## config.mk

```make
export PLATFORM = sky130hd
export DESIGN_NAME = uart_tx_arbiter_flat
export DESIGN_NICKNAME = d
export VERILOG_FILES = /design/src/rtl/uart_tx_arbiter_if.sv /design/src/rtl/uart_tx_arbiter.sv /design/src/flat_wrapper.sv
export SDC_FILE = /design/constraint.sdc
export NUM_CORES = 1
export LEC_CHECK = 0
export CORE_ASPECT_RATIO = 0.7
export CORE_MARGIN = 1
export CORE_UTILIZATION = 42
export CTS_CLUSTER_DIAMETER = 50
export DETAILED_ROUTE_END_ITERATION = 10
export HOLD_SLACK_MARGIN = 0.08
export PLACE_DENSITY = 0.9
export SYNTH_ARGS = -nofsm -noshare
export SYNTH_HDL_FRONTEND = slang
export SYNTH_SLANG_ARGS = --single-unit
```

## constraint.sdc

```tcl
create_clock -name clk -period 2.42 [get_ports clk]
set_input_delay 0.484 -clock clk [delete_from_list [all_inputs] [get_ports clk]]
set_output_delay 0.484 -clock clk [all_outputs]
set_load 0.05 [all_outputs]
```

## src/rtl/uart_tx_arbiter_if.sv

```systemverilog
// uart_tx_arbiter_if: requester-side and UART-TX-side signals of the shared transmitter arbiter
interface uart_tx_arbiter_if #(
  parameter int NUM_REQ = 4,
  parameter int DATA_WIDTH = 8
);
  logic [NUM_REQ-1:0] req;
  logic [NUM_REQ*DATA_WIDTH-1:0] req_data;
  logic [NUM_REQ-1:0] req_par_en;
  logic [NUM_REQ-1:0] req_par_typ;
  logic [NUM_REQ-1:0] gnt;
  logic [DATA_WIDTH-1:0] P_DATA;
  logic PAR_EN;
  logic PAR_TYP;
  logic DATA_VALID;
  logic Busy;
  modport master (
    input req, req_data, req_par_en, req_par_typ, Busy,
    output gnt, P_DATA, PAR_EN, PAR_TYP, DATA_VALID
  );
  modport slave (
    output req, req_data, req_par_en, req_par_typ, Busy,
    input gnt, P_DATA, PAR_EN, PAR_TYP, DATA_VALID
  );
endinterface

```

## src/rtl/uart_tx_arbiter.sv

```systemverilog
// uart_tx_arbiter: round-robin sharing of one UART TX among NUM_REQ requesters
module uart_tx_arbiter #(
  parameter int NUM_REQ = 4,
  parameter int DATA_WIDTH = 8,
  parameter int START_TIMEOUT = 4
)(
  input  logic clk,
  input  logic reset,
  uart_tx_arbiter_if.master bus,
  output logic [$clog2(NUM_REQ)-1:0] owner,
  output logic arb_busy,
  output logic timeout_err
);
  localparam int IW = $clog2(NUM_REQ);
  localparam int CW = $clog2(START_TIMEOUT);
  typedef enum logic [1:0] {IDLE, LAUNCH, WAIT_START, WAIT_DONE} state_t;
  state_t state, state_nx;
  logic [IW-1:0] last, last_nx, win, idx, owner_nx;
  logic [CW-1:0] cnt, cnt_nx;
  logic [NUM_REQ-1:0] gnt_nx;
  logic [DATA_WIDTH-1:0] data_nx;
  logic par_en_nx, par_typ_nx, dv_nx, to_nx;
  // descending scan so the requester nearest after last wins
  always_comb begin
    win = '0;
    idx = '0;
    for (int i = NUM_REQ; i >= 1; i--) begin
      idx = IW'((int'(last) + i) % NUM_REQ);
      win = bus.req[idx] ? idx : win;
    end
  end
  always_comb begin
    state_nx = state;
    last_nx = last;
    cnt_nx = cnt;
    gnt_nx = '0;
    dv_nx = 1'b0;
    to_nx = 1'b0;
    data_nx = bus.P_DATA;
    par_en_nx = bus.PAR_EN;
    par_typ_nx = bus.PAR_TYP;
    owner_nx = owner;
    case (state)
      IDLE: if (|bus.req && !bus.Busy) begin
        state_nx = LAUNCH;
        data_nx = bus.req_data[win*DATA_WIDTH +: DATA_WIDTH];
        par_en_nx = bus.req_par_en[win];
        par_typ_nx = bus.req_par_typ[win];
        dv_nx = 1'b1;
        gnt_nx = NUM_REQ'(1) << win;
        owner_nx = win;
        last_nx = win;
      end
      LAUNCH: begin
        state_nx = WAIT_START;
        cnt_nx = '0;
      end
      WAIT_START: if (bus.Busy) state_nx = WAIT_DONE;
        else if (cnt == CW'(START_TIMEOUT-1)) begin
          state_nx = IDLE;
          to_nx = 1'b1;
        end else cnt_nx = cnt + CW'(1);
      WAIT_DONE: state_nx = bus.Busy ? WAIT_DONE : IDLE;
    endcase
  end
  always_ff @(posedge clk or negedge reset)
    if (!reset) begin
      state <= IDLE;
      last <= IW'(NUM_REQ-1);
      cnt <= '0;
      bus.gnt <= '0;
      bus.P_DATA <= '0;
      bus.PAR_EN <= 1'b0;
      bus.PAR_TYP <= 1'b0;
      bus.DATA_VALID <= 1'b0;
      owner <= '0;
      arb_busy <= 1'b0;
      timeout_err <= 1'b0;
    end else begin
      state <= state_nx;
      last <= last_nx;
      cnt <= cnt_nx;
      bus.gnt <= gnt_nx;
      bus.P_DATA <= data_nx;
      bus.PAR_EN <= par_en_nx;
      bus.PAR_TYP <= par_typ_nx;
      bus.DATA_VALID <= dv_nx;
      owner <= owner_nx;
      arb_busy <= state_nx != IDLE;
      timeout_err <= to_nx;
    end
endmodule

```

## src/flat_wrapper.sv

```systemverilog
// flat-port wrapper written by rule: the top's interface ports become plain ports
module uart_tx_arbiter_flat 
#(
  parameter int NUM_REQ = 4,
  parameter int DATA_WIDTH = 8,
  parameter int START_TIMEOUT = 4
)
  (clk, reset, owner, arb_busy, timeout_err, bus_req, bus_req_data, bus_req_par_en, bus_req_par_typ, bus_Busy, bus_gnt, bus_P_DATA, bus_PAR_EN, bus_PAR_TYP, bus_DATA_VALID);
  uart_tx_arbiter_if #(.NUM_REQ(NUM_REQ), .DATA_WIDTH(DATA_WIDTH)) bus_i ();
  input  logic clk;
  input  logic reset;
  output logic [$clog2(NUM_REQ)-1:0] owner;
  output logic arb_busy;
  output logic timeout_err;
  input wire logic [$bits(bus_i.req)-1:0] bus_req;
  input wire logic [$bits(bus_i.req_data)-1:0] bus_req_data;
  input wire logic [$bits(bus_i.req_par_en)-1:0] bus_req_par_en;
  input wire logic [$bits(bus_i.req_par_typ)-1:0] bus_req_par_typ;
  input wire logic [$bits(bus_i.Busy)-1:0] bus_Busy;
  output wire logic [$bits(bus_i.gnt)-1:0] bus_gnt;
  output wire logic [$bits(bus_i.P_DATA)-1:0] bus_P_DATA;
  output wire logic [$bits(bus_i.PAR_EN)-1:0] bus_PAR_EN;
  output wire logic [$bits(bus_i.PAR_TYP)-1:0] bus_PAR_TYP;
  output wire logic [$bits(bus_i.DATA_VALID)-1:0] bus_DATA_VALID;
  assign bus_i.req = bus_req;
  assign bus_i.req_data = bus_req_data;
  assign bus_i.req_par_en = bus_req_par_en;
  assign bus_i.req_par_typ = bus_req_par_typ;
  assign bus_i.Busy = bus_Busy;
  assign bus_gnt = bus_i.gnt;
  assign bus_P_DATA = bus_i.P_DATA;
  assign bus_PAR_EN = bus_i.PAR_EN;
  assign bus_PAR_TYP = bus_i.PAR_TYP;
  assign bus_DATA_VALID = bus_i.DATA_VALID;
  uart_tx_arbiter #(.NUM_REQ(NUM_REQ), .DATA_WIDTH(DATA_WIDTH), .START_TIMEOUT(START_TIMEOUT)) u_core (.clk(clk), .reset(reset), .bus(bus_i), .owner(owner), .arb_busy(arb_busy), .timeout_err(timeout_err));
endmodule
```

==> results of run 1 <==
worst max path at each step:
| stage | start | end | slack (ns) | cells after the start |
|---|---|---|---|---|
| floorplan | u_core.last[1] | u_core.bus.PAR_EN | 0.70 | 6 |
| global placement | bus_req[1] | u_core.bus.P_DATA[3] | 0.05 | 6 |
| detailed placement | bus_req[1] | u_core.bus.P_DATA[0] | -0.05 | 6 |
| CTS | bus_req[1] | u_core.bus.P_DATA[0] | 0.22 | 6 |
| global route | bus_req[1] | u_core.bus.P_DATA[3] | 0.08 | 6 |
| finish | bus_req[1] | u_core.bus.P_DATA[0] | 0.22 | 6 |
worst register-to-register path, stage by stage, from the launching register on:
cell       delay [ns]
dfstp_2          0.61
mux2i_1          0.21
a2bb2oi_1        0.24
o211ai_2         0.39
a211oi_2         0.35
a211oi_2         0.08
per-layer routing:
metal	global-route usage [%]	vias to the layer above	share of wire, %	wire [um]
met2	36.0	47	46	1800
met3	6.59	5	8.6	337
met4	5.77	0	1.2	49
met1	28.4	632	44	1730
met5	0	-	0	0
li1	-	655	-	-
placed cells by master (no fill, tap or decap), types with 2 or more instances in the layout:
master           count
dfstp_2              2
nor3_1              11
nand2b_1             2
nand2_1             16
a211oi_2            18
o21ai_0              4
clkbuf_8             3
mux2i_1             11
inv_1                2
buf_4                9
a21oi_2              2
nor2_1              16
nor2b_1              2
o21a_1               3
dfrtp_1             23
a21oi_1              2
clkdlybuf4s50_1     65
a211oi_1             2
sequential cells by signal, summed over array words and instances (netlist names):
name / flops
u_core.bus.PAR_TYP: 1
u_core.owner: 2
u_core.last: 2
u_core.cnt: 2
u_core.arb_busy: 1
u_core.bus.gnt: 4
u_core.bus.P_DATA: 8
u_core.timeout_err: 1
u_core.bus.PAR_EN: 1
u_core.bus.DATA_VALID: 1
u_core.state: 2
cells by family after synthesis:
family	after synthesis	synth area share (%)
multiplexers	12	8.09
flip-flops	25	41.9
AO/OA/AOI/OAI	37	24.2
AND/OR/NAND/NOR	57	20.0
adder cells (fa/ha/maj)	1	0.834
buffers and inverters	12	5.00
power groups by stage:
stage	sequential, W	combinational [W]	clock, W
floorplan	0.00110	0.000636	0
global placement	0.000739	0.00147	0
detailed placement	0.000740	0.00151	0
CTS	0.000736	0.00151	0.000262
global route	0.000762	0.00160	0.000288
finish	0.000738	0.00150	0.000259
layout make-up:
| class | instances | share of cell area (%) |
|---|---|---|
| multi-input combinational | 107 | 35.2 |
| clock inverter | 1 | 0.328 |
| tap | 47 | 2.57 |
| timing repair buffer | 75 | 32.3 |
| clock buffer | 3 | 1.81 |
| sequential | 25 | 27.5 |
| inverter | 2 | 0.328 |
per-stage QoR:
| stage | instance area [um2] | setup TNS [ns] | util [%] |
|---|---|---|---|
| after floorplan | 1500 | 0 | - |
| after global placement | 2240 | 0 | 68.3 |
| after detailed placement | 2240 | -0.254 | 68.3 |
| after CTS | 2290 | 0 | 69.8 |
| after global routing | 2290 | 0 | 69.8 |
| final | 2290 | 0 | 69.8 |
==> summary.txt, run 1 <==
Run status
  • Outcome: complete, no violations

Timing
  • Hold Slack: 0.519 ns
  • Final worst setup slack: 0.220 ns
  • Final min period: 2.20 ns
  • Max Fclk: ~450 MHz
  • Setup violations, final: 0
  • Max_slew headroom: 44.8%
  • Final number of hold-violating endpoints: 0
  • Worst Max-Slew Pin Slew: 0.826 ns
  • Final max-slew violation count: 0
  • RSZ-0062 raised after global routing: no
  • Clk_skew: between 0.01 and 0.015 ns
  • Period utilisation layout: 90.9%

GRT
  • First-pass GRT wire length: 6.17 mm
  • Number of global-route vias before repair: around 1300
  • Total global-route track usage: 22.0%
  • Initial antenna violation count: 0
  • Grt total ovfl: 0
  • Largest net degree at the start of global routing: 26

Yosys
  • Top post-synthesis cells by area: dfrtp_1 (38%), a211oi_2 (15%), mux2i_1 (7.3%)
  • Main synth FF type: dfrtp_1
  • Number of synthesized flops with an enable pin: 0
  • Sequential cell area fraction in the yosys report: about two fifths
  • Mapped Area: 1500 um2
  • Area leader, netlist: dfrtp_1
  • Mean Syn Cell Area: 10.4 um2
  • Netlist cell types: 37
  • FF+latch count, synth: 25
  • Asr flop ratio synth: 100%
  • Mapped Cells: about 140
  • Most frequent cell after synthesis: dfrtp_1
  • Syn Nets: between 150 and 200
  • Synthesis Warnings: 0
  • Synth top area share: between 30% and 40%
  • Synth cell count leaders: dfrtp_1 (23), a211oi_2 (18), nand2_1 (16), nor2_1 (16)

Critical path
  • Bufs and invs on worst path: 1
  • Crit path kind: input pin to flip-flop
  • FF-to-FF setup slack: 0.40 ns
  • Worst path slowest cell: o211ai_2
  • Startpoint type of the worst setup path: input pin
  • Reg2reg end: u_core.bus.P_DATA[0]
  • Crit path DAT: 2.38 ns
  • Critical Path RT: 2.60 ns
  • CP endpoint kind: flip-flop
  • Crit Path Max Fanout: 13
  • FF-to-FF Start: u_core.last[1]
  • Crit path cell chain: clkdlybuf4s50_1, nor2b_1, a21oi_1, o211ai_2, a211oi_2, a211oi_2
  • Crit path max-delay family: compound AO/OA/AOI/OAI gates
  • Crit-path max cell delay: 0.67 ns
  • CP most frequent cell: a211oi_2
  • Worst R2R Path Depth: 5

CTS
  • Post_cts resized: 0
  • Clk pin slew, worst setup/hold paths: 0.08 ns
  • Clock buffer depth: 2
  • Worst skew pair latency: 0.28 ns
  • CTS tree: done
  • Post-CTS Setup Repair Bufs: 0
  • Clk Tree Root Cell: clkbuf_8
  • Sinks on Clock Net: 25
  • # H-tree levels: 1
  • Cts hold-fix bufs: 0
  • Total CTS buffers: 3

Power and ir drop
  • Sw Share: 47.3%
  • Internal Pwr Total: 0.00132 W
  • LEAKAGE: between 0.9 and 1 nW
  • Combinational share of power: 60.1%
  • Pwr Total: 0.00250 W
  • Seq pwr share: 29.5%
  • PD cells: 1090 nW/um2
  • Clock power frac: 10.4%
  • Peak VDD IR: 866 uV
  • P_sw: roughly 0.0012 W

Final layout
  • Layout fillers: 270
  • Nets: 262
  • FF+latch area: ~630 um2
  • Area of the multi-input gates: 806 um2
  • Share of layout cells above drive strength 1: 21.1%
  • Cell Count, Final, Fillers Out: 260
  • Syn-to-layout area delta: 52.5%
  • ANT cells: 0

Min path
  • WHS Path Cells: 2
  • Hold path startpoint: u_core.cnt[1]
  • Min-Delay Path Class: flip-flop to flip-flop
  • Hold path endpoint: u_core.cnt[1]

Drt
  • Vias per inst: 5.15
  • ANT nets after route: 0
  • Drt wl/cell: 15.1 um
  • Initial DRC count: 70
  • DRT Pass-1 Iters: 4
  • Drc violations: 0
  • Via count: 1339
  • Total Wirelength: 3.92 mm

Placed design
  • Port bufs: 65
  • Placed Cells incl. Taps: 256
  • Dpl ws: -0.0477 ns
  • Placer Congestion: around 0.8
  • Hpwl dp: 2.97 mm

Floorplan
  • I/O pins: 66
  • Die W: between 70 and 80 um
  • Die H: approximately 52 um
  • Initial Util: between 40% and 50%
  • Core area: 3280 um2
  • Die area: between 3000 and 4000 um2
  • Num rows: 17

Run
  • Max-cap violations: 0
No activity file was read; power rests on OpenSTA's default activity.
==> run 2: changes to the inputs <==
Settings changed: PLACE_DENSITY 0.9 to 0.91.
==> run 2 against run 1 <==
Effect of this change: utilization decreased by 0.61 points; global-route usage decreased by 0.19 points; critical endpoint is now u_core.bus.P_DATA[5]; non-clock buffer count decreased by 1; hold slack got worse by 0.0013 ns; design area decreased by 0.88%.
==> summary.txt, run 2 (synthesis results as in run 1) <==
Run
  • Max-cap violations: 0 (unchanged)

Final layout
  • Number of flip-flops in the largest register: 8 (unchanged)
  • ANT cells: 0 (unchanged)
  • Biggest regs: u_core.bus.P_DATA x8, u_core.bus.gnt x4 (unchanged)
  • Share of layout cells above drive strength 1: 20.8% (was 21.1%)
  • Largest register by flop count: u_core.bus.P_DATA (unchanged)
  • Most frequent cells in the layout: clkdlybuf4s50_1 (65), dfrtp_1 (23), a211oi_2 (18), nor2_1 (16), nand2_1 (16) (unchanged)
  • Syn-to-layout area delta: 51.1% (was 52.5%)
  • Layout fillers: 275 (was 270)
  • Finished Core Util: 69.2% (was 69.8%)
  • Commonest non-fill, non-tap cell in the layout: clkdlybuf4s50_1 (unchanged)
  • Nets: 261 (was 262)

Drt
  • Via count: 1374 (was 1339)
  • Vias per inst: 5.31 (was 5.15)
  • DRT Pass-1 Iters: 4 (unchanged)
  • Drc violations: 0 (unchanged)
  • ANT nets after route: 0 (unchanged)
  • Initial DRC count: 71 (was 70)
  • Total Wirelength: 3.96 mm (was 3.92 mm)
  • Drt wl/cell: 15.3 um (was 15.1 um)

CTS
  • Clk Tree Root Cell: clkbuf_8 (unchanged)
  • Worst skew pair latency: 0.27 ns (was 0.28 ns)
  • Post-CTS Setup Repair Bufs: 0 (unchanged)
  • Cts hold-fix bufs: 0 (unchanged)
  • Sinks on Clock Net: 25 (unchanged)
  • # H-tree levels: 1 (unchanged)
  • Clk pin slew, worst setup/hold paths: 0.09 ns (was 0.08 ns)
  • CTS tree: done (unchanged)
  • Clock buffer depth: 2 (unchanged)
  • Total CTS buffers: 3 (unchanged)
  • Post_cts resized: 0 (unchanged)

Timing
  • Period utilisation layout: 92.5% (was 90.9%)
  • Final min period: 2.24 ns (was 2.20 ns)
  • Max Fclk: 447 MHz (was 454 MHz)
  • Setup TNS: 0 ns (unchanged)
  • Final max-slew violation count: 0 (unchanged)
  • RSZ-0062 raised after global routing: no (unchanged)
  • Clk_skew: 0.00309 ns (was 0.0117 ns)
  • Final number of hold-violating endpoints: 0 (unchanged)
  • Setup violations, final: 0 (unchanged)
  • Max_slew headroom: 47.6% (was 44.8%)
  • Worst Max-Slew Pin Slew: 0.784 ns (was 0.826 ns)

Critical path
  • Critical Path RT: 2.60 ns (about the same)
  • Crit path DAT: 2.42 ns (was 2.38 ns)
  • Startpoint type of the worst setup path: input pin (unchanged)
  • Crit path kind: input pin to flip-flop (unchanged)
  • Crit Path Max Fanout: 13 (unchanged)
  • CP endpoint kind: flip-flop (unchanged)

Placed design
  • Port bufs: 65 (unchanged)
  • Hpwl dp: 3.01 mm (was 2.97 mm)
  • Placer Congestion: 0.879 (was 0.820)

GRT
  • First-pass GRT wire length: 6.22 mm (was 6.17 mm)
  • Grt total ovfl: 0 (unchanged)
  • Initial antenna violation count: 0 (unchanged)
  • Total global-route track usage: 21.8% (was 22.0%)
  • Largest net degree at the start of global routing: 26 (unchanged)
  • Number of global-route vias before repair: 1345 (was 1276)

Power and ir drop
  • LEAKAGE: 0.903 nW (was 0.913 nW)
  • Peak VDD IR: 800 uV (was 866 uV)
  • PD cells: 1090 nW/um2 (about the same)

Floorplan
  • Die H: 52.0 um (unchanged)
  • Initial Util: 45.8% (unchanged)
  • Num rows: 17 (unchanged)
  • Die W: 73.4 um (unchanged)
  • Core area: 3280 um2 (unchanged)
  • Die area: 3820 um2 (unchanged)
  • I/O pins: 66 (unchanged)

Run status
  • Outcome: complete, no violations (unchanged)

Min path
  • Min-Delay Path Class: flip-flop to flip-flop (unchanged)
==> run 2: cell type report <==
type	instances	area (um2)	share of cell area, %
sequential	25	628	27.7
inverter	2	7.51	0.331
clock inverter	1	7.51	0.331
tap	47	58.8	2.59
multi-input combinational	107	806	35.5
timing repair buffer	74	718	31.7
clock buffer	3	41.3	1.82
==> run 2: power breakdown <==
part           switching, W  total, W  internal (W)
logic              0.000890   0.00148      0.000588
clock network      0.000139  0.000256      0.000117
registers          0.000140  0.000730      0.000591
total               0.00117   0.00247       0.00130
==> run 2: per-stage QoR <==
step	instance area (um2)	hold WS (ns)	total power (W)	setup WS [ns]	std cells
final	2270	0.517	0.00247	0.182	259
after global routing	2270	0.565	0.00260	0.0151	259
after CTS	2270	0.526	0.00248	0.196	259
after detailed placement	2220	0.506	0.00221	-0.0988	255
after global placement	2220	0.485	0.00218	0.0393	255
after floorplan	1500	0.188	0.00174	0.702	144
==> run 2: final timing paths <==
| check | cells past startpoint | from | end | slack [ns] |
|---|---|---|---|---|
| hold reg to reg | 2 | u_core.cnt[1] | u_core.cnt[1] | 0.52 |
| setup / recovery | 6 | bus_req[1] | u_core.bus.P_DATA[5] | 0.18 |
| max in group asynchronous | 2 | reset | u_core.last[0] | 1.57 |
| min in group asynchronous | 2 | reset | u_core.bus.gnt[2] | 0.56 |
| setup reg to reg | 5 | u_core.last[1] | u_core.bus.P_DATA[5] | 0.40 |
| hold / removal | 2 | u_core.cnt[1] | u_core.cnt[1] | 0.52 |
==> run 2: critical path: stages <==
cell and delay, ns:
clkdlybuf4s50_1 0.60, nor2b_1 0.23, a21oi_1 0.09, o211ai_2 0.64, a211oi_2 0.11, a211oi_2 0.27
==> run 2: metal layers <==
layer,GRT usage [%],part of all wire [%],routed length (um)
met5,0,0,0
met4,5.45,0.53,21
met3,6.98,8.1,321
met2,35.0,46,1810
met1,28.5,46,1810
==> patch, RTL diff (config.mk and constraints of run 1) <==
The output `timeout_err` loses its register stage (`timeout_err` becomes a continuous assignment).
--- a/src/rtl/uart_tx_arbiter.sv
+++ b/src/rtl/uart_tx_arbiter.sv
@@ -76,5 +76,4 @@
       owner <= '0;
       arb_busy <= 1'b0;
-      timeout_err <= 1'b0;
     end else begin
       state <= state_nx;
@@ -88,6 +87,7 @@
       owner <= owner_nx;
       arb_busy <= state_nx != IDLE;
-      timeout_err <= to_nx;
     end
+
+  assign timeout_err = to_nx;
 endmodule
 
Behaviour: not the same (a bounded check fails within 10 cycles, from zero or initial values and one cycle with reset low).
==> patch against run 1 <==
- final cell count fell by 0.38%
- setup slack improved by 0.048 ns
- count of clock-buffer cells in the layout did not move
- synthesized area fell by 1.7%
- die area fell by 1.6%
- sequential cell count fell by 1
- wire length fell by 6.7%
- total power rose by 1.5%
- design area fell by 0.22%
- hold slack got worse by 0.014 ns
- global-route usage rose by 0.61 points
- core utilization rose by 0.30 points
- critical path type unchanged
- largest power group unchanged
==> patch: results (changes against run 1) <==
stage	metric	value	unit	change
global_route	gr usage total	0.226		was 0.220
route	Routed WL	3.66	mm	was 3.92 mm
clock_tree	Clock Root Buffer	clkbuf_8		unchanged
worst_setup_path	Critical Path Start	bus_req[1]		unchanged
timing	post-route worst setup slack	0.268	ns	was 0.220 ns
synth	most common library cells after synthesis	22 x dfrtp_1, 18 x a211oi_2, 16 x nand2_1, 16 x nor2_1		was 23 x dfrtp_1, 18 x a211oi_2, 16 x nand2_1, 16 x nor2_1
outcome	status	finished, final reports clean		unchanged
timing	Slew HR	0.457		was 0.448
worst_setup_path	CP Max Fanout	12		was 13
synth	Syn. warnings	0		unchanged
worst_setup_path	CP arrival	2.30	ns	was 2.38 ns
synth	largest cells by area after synthesis	dfrtp_1 37%, a211oi_2 15%, mux2i_1 7.5%, nand2_1 4.1%, nor2_1 4.1%		was dfrtp_1 38%, a211oi_2 15%, mux2i_1 7.3%, nand2_1 4.0%, nor2_1 4.0%
route	via count	1321		was 1,339
power	sw frac	0.457		was 0.473
place	Place WS	-0.0121	ns	was -0.0477 ns
power	worst vdd ir	0.629	mV	was 0.866 mV
global_route	largest net degree at the start of global routing	25		was 26
route	met3 wire length	245	µm	was 337 µm
synth	post-synth net total	191		was 192
synth	sequential-to-total area share from yosys stat	0.409		was 0.419
layout	share of post-route cells with drive strength above 1	0.217		was 0.211
global_route	met1 Usage GRT	0.307		was 0.284
route	Detailed Routing Iterations Pass 1	4		unchanged
min_path	hold path startpoint	u_core.owner[0]		was u_core.cnt[1]
route	top sig layer	met4		unchanged
global_route	first-pass GRT wire length	6.18	mm	was 6.17 mm
place	HPWL Detailed	2.77	mm	was 2.97 mm
global_route	met3 Use GR	0.0698		was 0.0659
power	leakage	0.911	nW	was 0.913 nW
clock_tree	post-cts repair resize count	0		unchanged
timing	Max Clock Skew	0.00181	ns	was 0.0117 ns
place	final RePlAce weighted congestion	0.786		was 0.820
route	WL met2	1.72	mm	was 1.80 mm
global_route	GR Util met2	0.355		was 0.360
route	DRT iter0 DRCs	97		was 70
layout	Final #Nets	261		was 262
worst_setup_path	FF-to-FF End	u_core.bus.P_DATA[6]		was u_core.bus.P_DATA[0]
route	DRT met1 WL	1.68	mm	was 1.73 mm
worst_setup_path	CP endpoint kind	flop		unchanged
-- patch: power by group through the flow --
stage	Sequential (mW)	Combinational, mW	Clock, mW
after floorplan	1.08	0.639	0
after global placement	0.720	1.44	0
after detailed placement	0.721	1.47	0
after CTS	0.718	1.47	0.355
after global routing	0.743	1.57	0.369
final	0.720	1.47	0.350
-- patch: cells by family (layout without fill, tap and decap cells) --
group                      after synthesis  in the layout  synth area share
AOI/OAI and AO/OA                       37             37             0.246
muxes                                   12             12            0.0823
buffers and inverters                   12             81            0.0509
DFF                                     24             24             0.409
and+or+nand+nor                         57             57             0.204
adders and majority gates                1              1           0.00848
-- patch: critical path, stage by stage --
cell	delay, ns
clkdlybuf4s50_1	0.44
buf_4	0.17
mux2i_1	0.13
a2bb2oi_1	0.25
o211ai_2	0.39
a211oi_2	0.35
a211oi_2	0.07
-- patch: layout make-up --
cell class,count,area [µm²]
sequential,24,603
multi-input combinational,107,806
inverter,2,7.51
clock inverter,1,30.0
tap,47,58.8
fill,240,972
clock buffer,3,41.3
timing repair buffer,75,736
-- patch: stage by stage --
step	TNS [ns]	instances	area [µm²]	hold slack (ns)
2_1_floorplan	0	143	1480	0.188
3_3_place_gp	0	255	2210	0.490
3_5_place_dp	-0.0136	255	2210	0.488
4_1_cts	0	259	2280	0.507
5_1_grt	0	259	2280	0.525
6_report	0	259	2280	0.504
-- patch: how the worst min path moves through the flow --
stage,to,slack (ns),depth (start not counted)
2_1_floorplan,u_core.arb_busy,0.19,0
3_3_place_gp,u_core.owner[0],0.49,1
3_5_place_dp,u_core.owner[0],0.49,1
4_1_cts,u_core.owner[0],0.51,1
5_1_grt,u_core.owner[0],0.52,1
6_report,u_core.owner[0],0.50,1
